**src/rtl/updown_step_ctrl_if.sv**
```systemverilog
// Command/status bundle between the up/down step sequencer and its datapath/buttons.
interface updown_step_ctrl_if;
  logic       U;
  logic       D;
  logic       CM;
  logic       Cm;
  logic       ld;
  logic       clr;
  logic       s;
  logic       blocked;
  logic       busy;
  logic [2:0] state;

  // Sequencer side: consumes buttons and datapath status, issues commands.
  modport master (
    input  U, D, CM, Cm,
    output ld, clr, s, blocked, busy, state
  );

  // Datapath/stimulus side.
  modport slave (
    output U, D, CM, Cm,
    input  ld, clr, s, blocked, busy, state
  );
endinterface

```
**src/rtl/updown_step_ctrl.sv**
```systemverilog
// Up/down counter sequencer: synchronises and debounces U/D, arbitrates them,
// issues one-cycle ld/clr commands with auto-repeat and refuses steps at the limits.
module updown_step_ctrl #(
  parameter int unsigned DEB_CYCLES    = 4,
  parameter int unsigned REPEAT_DELAY  = 8,
  parameter int unsigned REPEAT_PERIOD = 4,
  parameter int unsigned CLR_ON_BOTH   = 1
) (
  input  logic                 clk,
  input  logic                 rst,
  updown_step_ctrl_if.master   bus
);

  localparam int unsigned CNT_W  = (DEB_CYCLES > 1) ? $clog2(DEB_CYCLES) : 1;
  localparam int unsigned TMR_MX = (REPEAT_DELAY > REPEAT_PERIOD) ? REPEAT_DELAY : REPEAT_PERIOD;
  localparam int unsigned TMR_W  = (TMR_MX > 2) ? $clog2(TMR_MX) : 1;

  typedef enum logic [2:0] {
    S_IDLE    = 3'd0,
    S_STEP    = 3'd1,
    S_WAIT    = 3'd2,
    S_BOTH    = 3'd3,
    S_RELEASE = 3'd4
  } state_t;

  state_t             r_state;
  state_t             w_next;
  logic [1:0]         w_raw;
  logic [1:0]         r_sync1;
  logic [1:0]         r_sync2;
  logic [1:0]         r_filt;
  logic [CNT_W-1:0]   r_deb_cnt [2];
  logic               r_dir;
  logic               r_first;
  logic [TMR_W-1:0]   r_timer;
  logic               r_ld;
  logic               r_clr;
  logic               r_s;
  logic               r_blocked;
  logic               r_busy;
  logic               w_uf;
  logic               w_df;
  logic               w_dir_btn;
  logic               w_opp_btn;
  logic               w_limit;

  assign w_raw     = {bus.D, bus.U};
  assign w_uf      = r_filt[0];
  assign w_df      = r_filt[1];
  assign w_dir_btn = r_dir ? w_uf : w_df;
  assign w_opp_btn = r_dir ? w_df : w_uf;
  assign w_limit   = (r_dir & bus.CM) | (~r_dir & bus.Cm);

  // Two-flop synchronisers for the raw buttons.
  always_ff @(posedge clk) begin
    if (rst) begin
      r_sync1 <= '0;
      r_sync2 <= '0;
    end else begin
      r_sync1 <= w_raw;
      r_sync2 <= r_sync1;
    end
  end

  // Debounce: filtered level flips after DEB_CYCLES consecutive disagreeing synced cycles.
  always_ff @(posedge clk) begin
    if (rst) begin
      r_filt <= '0;
      for (int i = 0; i < 2; i++) r_deb_cnt[i] <= '0;
    end else begin
      for (int i = 0; i < 2; i++) begin
        if (r_sync2[i] == r_filt[i]) begin
          r_deb_cnt[i] <= '0;
        end else if (r_deb_cnt[i] == CNT_W'(DEB_CYCLES - 1)) begin
          r_filt[i]    <= ~r_filt[i];
          r_deb_cnt[i] <= '0;
        end else begin
          r_deb_cnt[i] <= r_deb_cnt[i] + CNT_W'(1);
        end
      end
    end
  end

  // FSM state register.
  always_ff @(posedge clk) begin
    if (rst) r_state <= S_IDLE;
    else     r_state <= w_next;
  end

  // FSM next-state logic.
  always_comb begin
    w_next = r_state;
    unique case (r_state)
      S_IDLE: begin
        if (w_uf & w_df)      w_next = S_BOTH;
        else if (w_uf ^ w_df) w_next = S_STEP;
      end
      S_STEP:    w_next = S_WAIT;
      S_WAIT: begin
        if (w_opp_btn)           w_next = S_BOTH;
        else if (!w_dir_btn)     w_next = S_IDLE;
        else if (r_timer == '0)  w_next = S_STEP;
      end
      S_BOTH:    w_next = S_RELEASE;
      S_RELEASE: if (!w_uf && !w_df) w_next = S_IDLE;
      default:   w_next = S_IDLE;
    endcase
  end

  // Direction latch, first-step flag and repeat timer.
  // The timer is loaded with target-2 so the next STEP lands exactly target cycles later.
  always_ff @(posedge clk) begin
    if (rst) begin
      r_dir   <= 1'b0;
      r_first <= 1'b0;
      r_timer <= '0;
    end else begin
      unique case (r_state)
        S_IDLE: begin
          if (w_uf ^ w_df) begin
            r_dir   <= w_uf;
            r_first <= 1'b1;
          end
        end
        S_STEP: begin
          r_first <= 1'b0;
          r_timer <= r_first ? TMR_W'(REPEAT_DELAY - 2) : TMR_W'(REPEAT_PERIOD - 2);
        end
        S_WAIT: begin
          if (r_timer != '0) r_timer <= r_timer - TMR_W'(1);
        end
        default: ;
      endcase
    end
  end

  // Registered command/status outputs decoded from the current state.
  always_ff @(posedge clk) begin
    if (rst) begin
      r_ld      <= 1'b0;
      r_clr     <= 1'b0;
      r_s       <= 1'b0;
      r_blocked <= 1'b0;
      r_busy    <= 1'b0;
    end else begin
      r_ld      <= (r_state == S_STEP) & ~w_limit;
      r_s       <= (r_state == S_STEP) & ~w_limit & r_dir;
      r_blocked <= (r_state == S_STEP) & w_limit;
      r_clr     <= (r_state == S_BOTH) & (CLR_ON_BOTH != 0);
      r_busy    <= (w_next != S_IDLE);
    end
  end

  assign bus.ld      = r_ld;
  assign bus.clr     = r_clr;
  assign bus.s       = r_s;
  assign bus.blocked = r_blocked;
  assign bus.busy    = r_busy;
  assign bus.state   = r_state;

endmodule
```
**src/flat_wrapper.sv**
```systemverilog
// flat-port wrapper written by rule: the top's interface ports become plain ports
module updown_step_ctrl_flat 
#(
  parameter int unsigned DEB_CYCLES    = 4,
  parameter int unsigned REPEAT_DELAY  = 8,
  parameter int unsigned REPEAT_PERIOD = 4,
  parameter int unsigned CLR_ON_BOTH   = 1
)
  (clk, rst, bus_U, bus_D, bus_CM, bus_Cm, bus_ld, bus_clr, bus_s, bus_blocked, bus_busy, bus_state);
  updown_step_ctrl_if bus_i ();
  input  logic clk;
  input  logic rst;
  input wire logic [$bits(bus_i.U)-1:0] bus_U;
  input wire logic [$bits(bus_i.D)-1:0] bus_D;
  input wire logic [$bits(bus_i.CM)-1:0] bus_CM;
  input wire logic [$bits(bus_i.Cm)-1:0] bus_Cm;
  output wire logic [$bits(bus_i.ld)-1:0] bus_ld;
  output wire logic [$bits(bus_i.clr)-1:0] bus_clr;
  output wire logic [$bits(bus_i.s)-1:0] bus_s;
  output wire logic [$bits(bus_i.blocked)-1:0] bus_blocked;
  output wire logic [$bits(bus_i.busy)-1:0] bus_busy;
  output wire logic [$bits(bus_i.state)-1:0] bus_state;
  assign bus_i.U = bus_U;
  assign bus_i.D = bus_D;
  assign bus_i.CM = bus_CM;
  assign bus_i.Cm = bus_Cm;
  assign bus_ld = bus_i.ld;
  assign bus_clr = bus_i.clr;
  assign bus_s = bus_i.s;
  assign bus_blocked = bus_i.blocked;
  assign bus_busy = bus_i.busy;
  assign bus_state = bus_i.state;
  updown_step_ctrl #(.DEB_CYCLES(DEB_CYCLES), .REPEAT_DELAY(REPEAT_DELAY), .REPEAT_PERIOD(REPEAT_PERIOD), .CLR_ON_BOTH(CLR_ON_BOTH)) u_core (.clk(clk), .rst(rst), .bus(bus_i));
endmodule
```
**config.mk**
```make
export PLATFORM = sky130hd
export DESIGN_NAME = updown_step_ctrl_flat
export DESIGN_NICKNAME = d
export VERILOG_FILES = /design/src/rtl/updown_step_ctrl_if.sv /design/src/rtl/updown_step_ctrl.sv /design/src/flat_wrapper.sv
export SDC_FILE = /design/constraint.sdc
export NUM_CORES = 1
export LEC_CHECK = 0
export CAP_MARGIN = 20
export CORE_AREA = 2 2 54 44
export DETAILED_ROUTE_END_ITERATION = 10
export DIE_AREA = 0 0 56 46
export GPL_TIMING_DRIVEN = 0
export PLACE_DENSITY = 0.79
export SYNTH_ARGS = -nofsm -noshare
export SYNTH_HDL_FRONTEND = slang
export SYNTH_SLANG_ARGS = --single-unit
```
**constraint.sdc**
```tcl
create_clock -name clk -period 3.1 [get_ports clk]
set_input_delay 0.93 -clock clk [delete_from_list [all_inputs] [get_ports clk]]
set_output_delay 0.93 -clock clk [all_outputs]
set_load 0.01 [all_outputs]
```
== Yosys cells after proc, flatten, opt, wreduce, memory -nomap -nowiden ==
Memories as Yosys holds them, arrays and structs flattened.
Cells that the tools add are included.
W data, S select, Z words.

* Bits in registers: 19
* Bits in writable memories: 4
* Bits of input ports: 6
* Output and inout port bits: 8
* Memories kept: 1

* Add/sub/neg operators: 3
* Equality and inequality tests: 10
* Multiplexer cells: 44
* Bitwise gates (word level): 20
* Reduce and logical (&&, ||, !) cells: 14

{| class="wikitable"
|+ Memories
! name !! depth !! width !! read ports !! clocked after memory_dff !! write ports !! RTL line !! RTL
|-
| u_core.r_deb_cnt || 2 || 2 || 2 || 0 || 2 || updown_step_ctrl.sv:32 || <nowiki>logic [CNT_W-1:0] r_deb_cnt [2];</nowiki>
|}

{| class="wikitable"
|+ Operators by type and width
! cell !! count
|-
| $mux W1 || 27
|-
| $mux W3 || 8
|-
| $pmux W3 S5 || 1
|-
| $mux W2 || 6
|-
| $reduce_and A2 Y1 || 5
|-
| $or A1 B1 Y1 || 7
|-
| $and A1 B1 Y1 || 6
|-
| $eq A3 B2 Y1 const B || 2
|-
| $logic_not A3 Y1 || 2
|-
| $not A1 Y1 || 6
|-
| $pmux W3 S2 || 1
|-
| $reduce_bool A3 Y1 || 2
|-
| $add A2 B1 Y2 const B || 2
|-
| $eq A2 B2 Y1 const B || 2
|-
| $ne A2 B1 Y1 const B || 2
|-
| $reduce_bool A2 Y1 || 2
|-
| $eq A3 B1 Y1 const B || 1
|-
| $eq A3 B3 Y1 const B || 1
|-
| $sub A3 B1 Y3 const B || 1
|-
| $eq A1 B1 Y1 || 2
|-
| $logic_not A1 Y1 || 2
|-
| $pmux W1 S2 || 1
|-
| $logic_and A1 B1 Y1 || 1
|-
| $xor A1 B1 Y1 || 1
|}

== Logic depth before layout (Yosys ltp) ==
* Depth after elaboration: 7
* Mapped depth: 6

== Least setup slack after synthesis ==
OpenSTA, ideal clock, no wires.

* Path type: in2reg
* Start: input rst
* End: register u_core.r_s (netlist: u_core.bus.s)
* Data arrival time: 1601 ps
* Required time: 3027 ps
* Slack: 1427 ps
* Stages on the path: 2
* Cells stage by stage: or4b_1 > nor3b_2

{| class="wikitable"
|+ RTL lines
! element !! RTL line !! RTL
|-
| start: declaration || flat_wrapper.sv:12 || <nowiki>input logic rst;</nowiki>
|-
| end signal: assignment || updown_step_ctrl.sv:147 || <nowiki>r_s <= (r_state == S_STEP) & ~w_limit & r_dir;</nowiki>
|-
| end: declaration || updown_step_ctrl.sv:38 || <nowiki>logic r_s;</nowiki>
|}

== Worst setup path in the final report ==
* Start: register u_core.r_state[2] (netlist: u_core.bus.state[2])
* End: output bus_state[2]

{| class="wikitable"
|+ RTL lines
! element !! RTL line !! RTL
|-
| start: declaration || updown_step_ctrl.sv:26 || <nowiki>state_t r_state;</nowiki>
|-
| start signal: assignment || updown_step_ctrl.sv:87 || <nowiki>else r_state <= w_next;</nowiki>
|-
| end: declaration || flat_wrapper.sv:22 || <nowiki>output wire logic [$bits(bus_i.state)-1:0] bus_state;</nowiki>
|}

No word-level cell between the ends.

==> metrics.csv <==
metric,value,unit
run status,completed,
Total GRT Usage,0.1824,
Worst Hold Class,flip-flop to flip-flop,
CP max FO,6,
largest net degree at the start of global routing,13,
clk_skew,0.003855,ns
remaining antenna violation count,0,
Boundary Pins,14,
post-CTS resize count,0,
CTS buffer count,3,
Critical-path top delay cell,clkdlybuf4s50_1,
most frequent cells in the layout,"19 x dfxtp_1, 13 x clkdlybuf4s50_1, 10 x nor2_1, 8 x a21oi_1, 7 x inv_1",
final setup fails,0,
total wire length,2071,um
CP arrival,1.34,ns
Hold WS,0.4451,ns
Port Buffers,13,
GRT overflow,0,
"Slew Viols, Final",0,
fillcell total,200,
post-synthesis cell count,111,
antenna violations before repair,0,
WL/cell,13.28,um
clock sink total,23,
Design Power,478.9,uW
H-tree levels,1,
vias in the first global route,830,
GP Congestion,0.8052,
First-pass DRT Iterations,4,
LEAKAGE,0.4698,nW
worst path cell trace,clkdlybuf4s50_1,
Initial DRC Count,23,
placed wire-length estimate,1561,um
drt drc,0,
f_max,0.4412,GHz
vias post-DR,869,
Vias per Instance,5.571,
register area share after synthesis,0.4530,
setup_tns,0,ns
core area,2102,um^2
setup bufs post-CTS,0,
CP top delay family,buffers and inverters,
Die Y-Extent,46,um
initial core utilization,0.5256,
row cnt,15,
Critical Path Max Stage Delay,0.58,ns
Synth Area per Inst,9.953,um^2
root buf cell,clkbuf_4,
unrepaired setup endpoints after global routing,false,
peak supply drop,0.3038,mV
Die ar.,2576,um^2
Crit path buffers/inverters,1,
Worst EP required,2.17,ns
crit start category,flip-flop,
CTS tree,done,
Nets,144,
worst-skew pair later-pin latency,0.31,ns
Yosys cell types,38,
antenna cell count,0,
Die W,56,um
Final Cycle Share,0.7311,
"most common cell after layout, fill and taps aside",dfxtp_1,
Power per Cell Area,367.3,nW/um^2
first-pass GRT wire length,3567,um
clock transition at the registers of the reported paths,0.12,ns
Syn Std Cell Area,1105,um^2
CP endpoint kind,output port,
final hold violations,0,
Yosys reg bits,23,
area grow syn2layout,18.01,%
CTS Hold Bufs,0,
Clock Path Buffers,2,
Synth Warn #,0,
classification of the worst setup path,flip-flop to output port,
fin crit period,2.266,ns
number of max-cap violations,0,
fraction of layout cells with a size suffix above 1,0.09924,
-- layout make-up --
type / count / area, um^2 / area share
multi-input combinational: 80 / 568.0 / 0.4357
inverter: 7 / 26.28 / 0.02015
buffer: 4 / 21.27 / 0.01631
tap: 25 / 31.28 / 0.02399
sequential: 23 / 500.5 / 0.3839
timing repair buffer: 13 / 130.1 / 0.09981
clock buffer: 4 / 26.28 / 0.02015
-- flip-flops by register name (all words and copies together) (netlist names) --
register,flops
u_core.r_sync1,2
u_core.r_sync2,2
u_core.r_deb_cnt,4
u_core.bus.s,1
u_core.r_filt,2
u_core.bus.clr,1
u_core.bus.ld,1
u_core.bus.state,3
u_core.r_timer,3
u_core.bus.busy,1
u_core.r_first,1
u_core.bus.blocked,1
u_core.r_dir,1
-- through the flow --
step / setup slack (ns) / area (um^2) / utilization / cells
2_1_floorplan: 1.427 / 1116 / - / 114
3_3_place_gp: 0.8061 / 1277 / 0.6077 / 152
3_5_place_dp: 0.7856 / 1277 / 0.6077 / 152
4_1_cts: 0.8234 / 1304 / 0.6202 / 156
5_1_grt: 0.7634 / 1304 / 0.6202 / 156
6_report: 0.8336 / 1304 / 0.6202 / 156
-- power by group --
group | total [mW] | leakage, nW | internal [mW] | switching [mW]
Clock | 0.136 | 0.0150 | 0.0503 | 0.0854
Sequential | 0.313 | 0.195 | 0.310 | 0.00346
Combinational | 0.0299 | 0.260 | 0.0152 | 0.0146
Total | 0.479 | 0.470 | 0.375 | 0.103
-- cell families after synthesis --
logic type | share of synthesized area
buffers and inverters | 0.04304
and+or+nand+nor | 0.2174
adders and majority gates | 0.06795
DFF | 0.4530
other | 0.003394
xor gates and xnor gates | 0.01586
AOI/OAI and AO/OA | 0.1495
muxes | 0.04983
-- path summary, 6_finish.rpt --
check	startpoint	to	slack, ns	cells past startpoint
worst max-delay path	u_core.bus.state[2]	bus_state[2]	0.83	1
worst min-delay path	u_core.r_sync1[1]	u_core.r_sync2[1]	0.45	1
worst max register to register	u_core.r_timer[0]	u_core.bus.busy	1.45	6
worst min register to register	u_core.r_sync1[1]	u_core.r_sync2[1]	0.45	1
-- Yosys cell counts (all sizes together) --
cell    instances  area, um^2
dfxtp          19       380.4
nor2           10       37.54
a21oi           8       40.04
inv             7       26.28
ha              6       75.07
nor2b           6       37.54
o21ai           6       30.03
edfxtp          4       120.1
mux2i           4       40.04
nand2           4       15.01
buf             3       17.52
nand2b          3       18.77
a211o           2       17.52
nand3b          2       15.01
nor3b           2       25.02
o21a            2       16.27
or2             2       12.52
or3             2       12.51
or3b            2       17.52
xnor2           2       17.52
a211oi          1       7.510
a21boi          1       11.26
a311oi          1       8.760
and2            1       6.260
clkbuf          1       3.750
conb            1       3.750
mux2            1       15.01
nand3           1       5.000
nand4           1       6.260
nor3            1       5.000
nor4            1       6.260
nor4bb          1       10.01
o311ai          1       26.28
o31ai           1       7.510
or4b            1       10.01
-- layer usage --
| layer | vias up | part of all wire | track usage |
|---|---|---|---|
| met3 | 4 | 0.059 | 0.05966 |
| met2 | 30 | 0.47 | 0.3318 |
| li1 | 423 | - | - |
| met4 | 0 | 0.014 | 0.04762 |
| met1 | 412 | 0.45 | 0.2118 |
| met5 | - | 0 | 0 |
No activity file was read; power rests on OpenSTA's default activity.
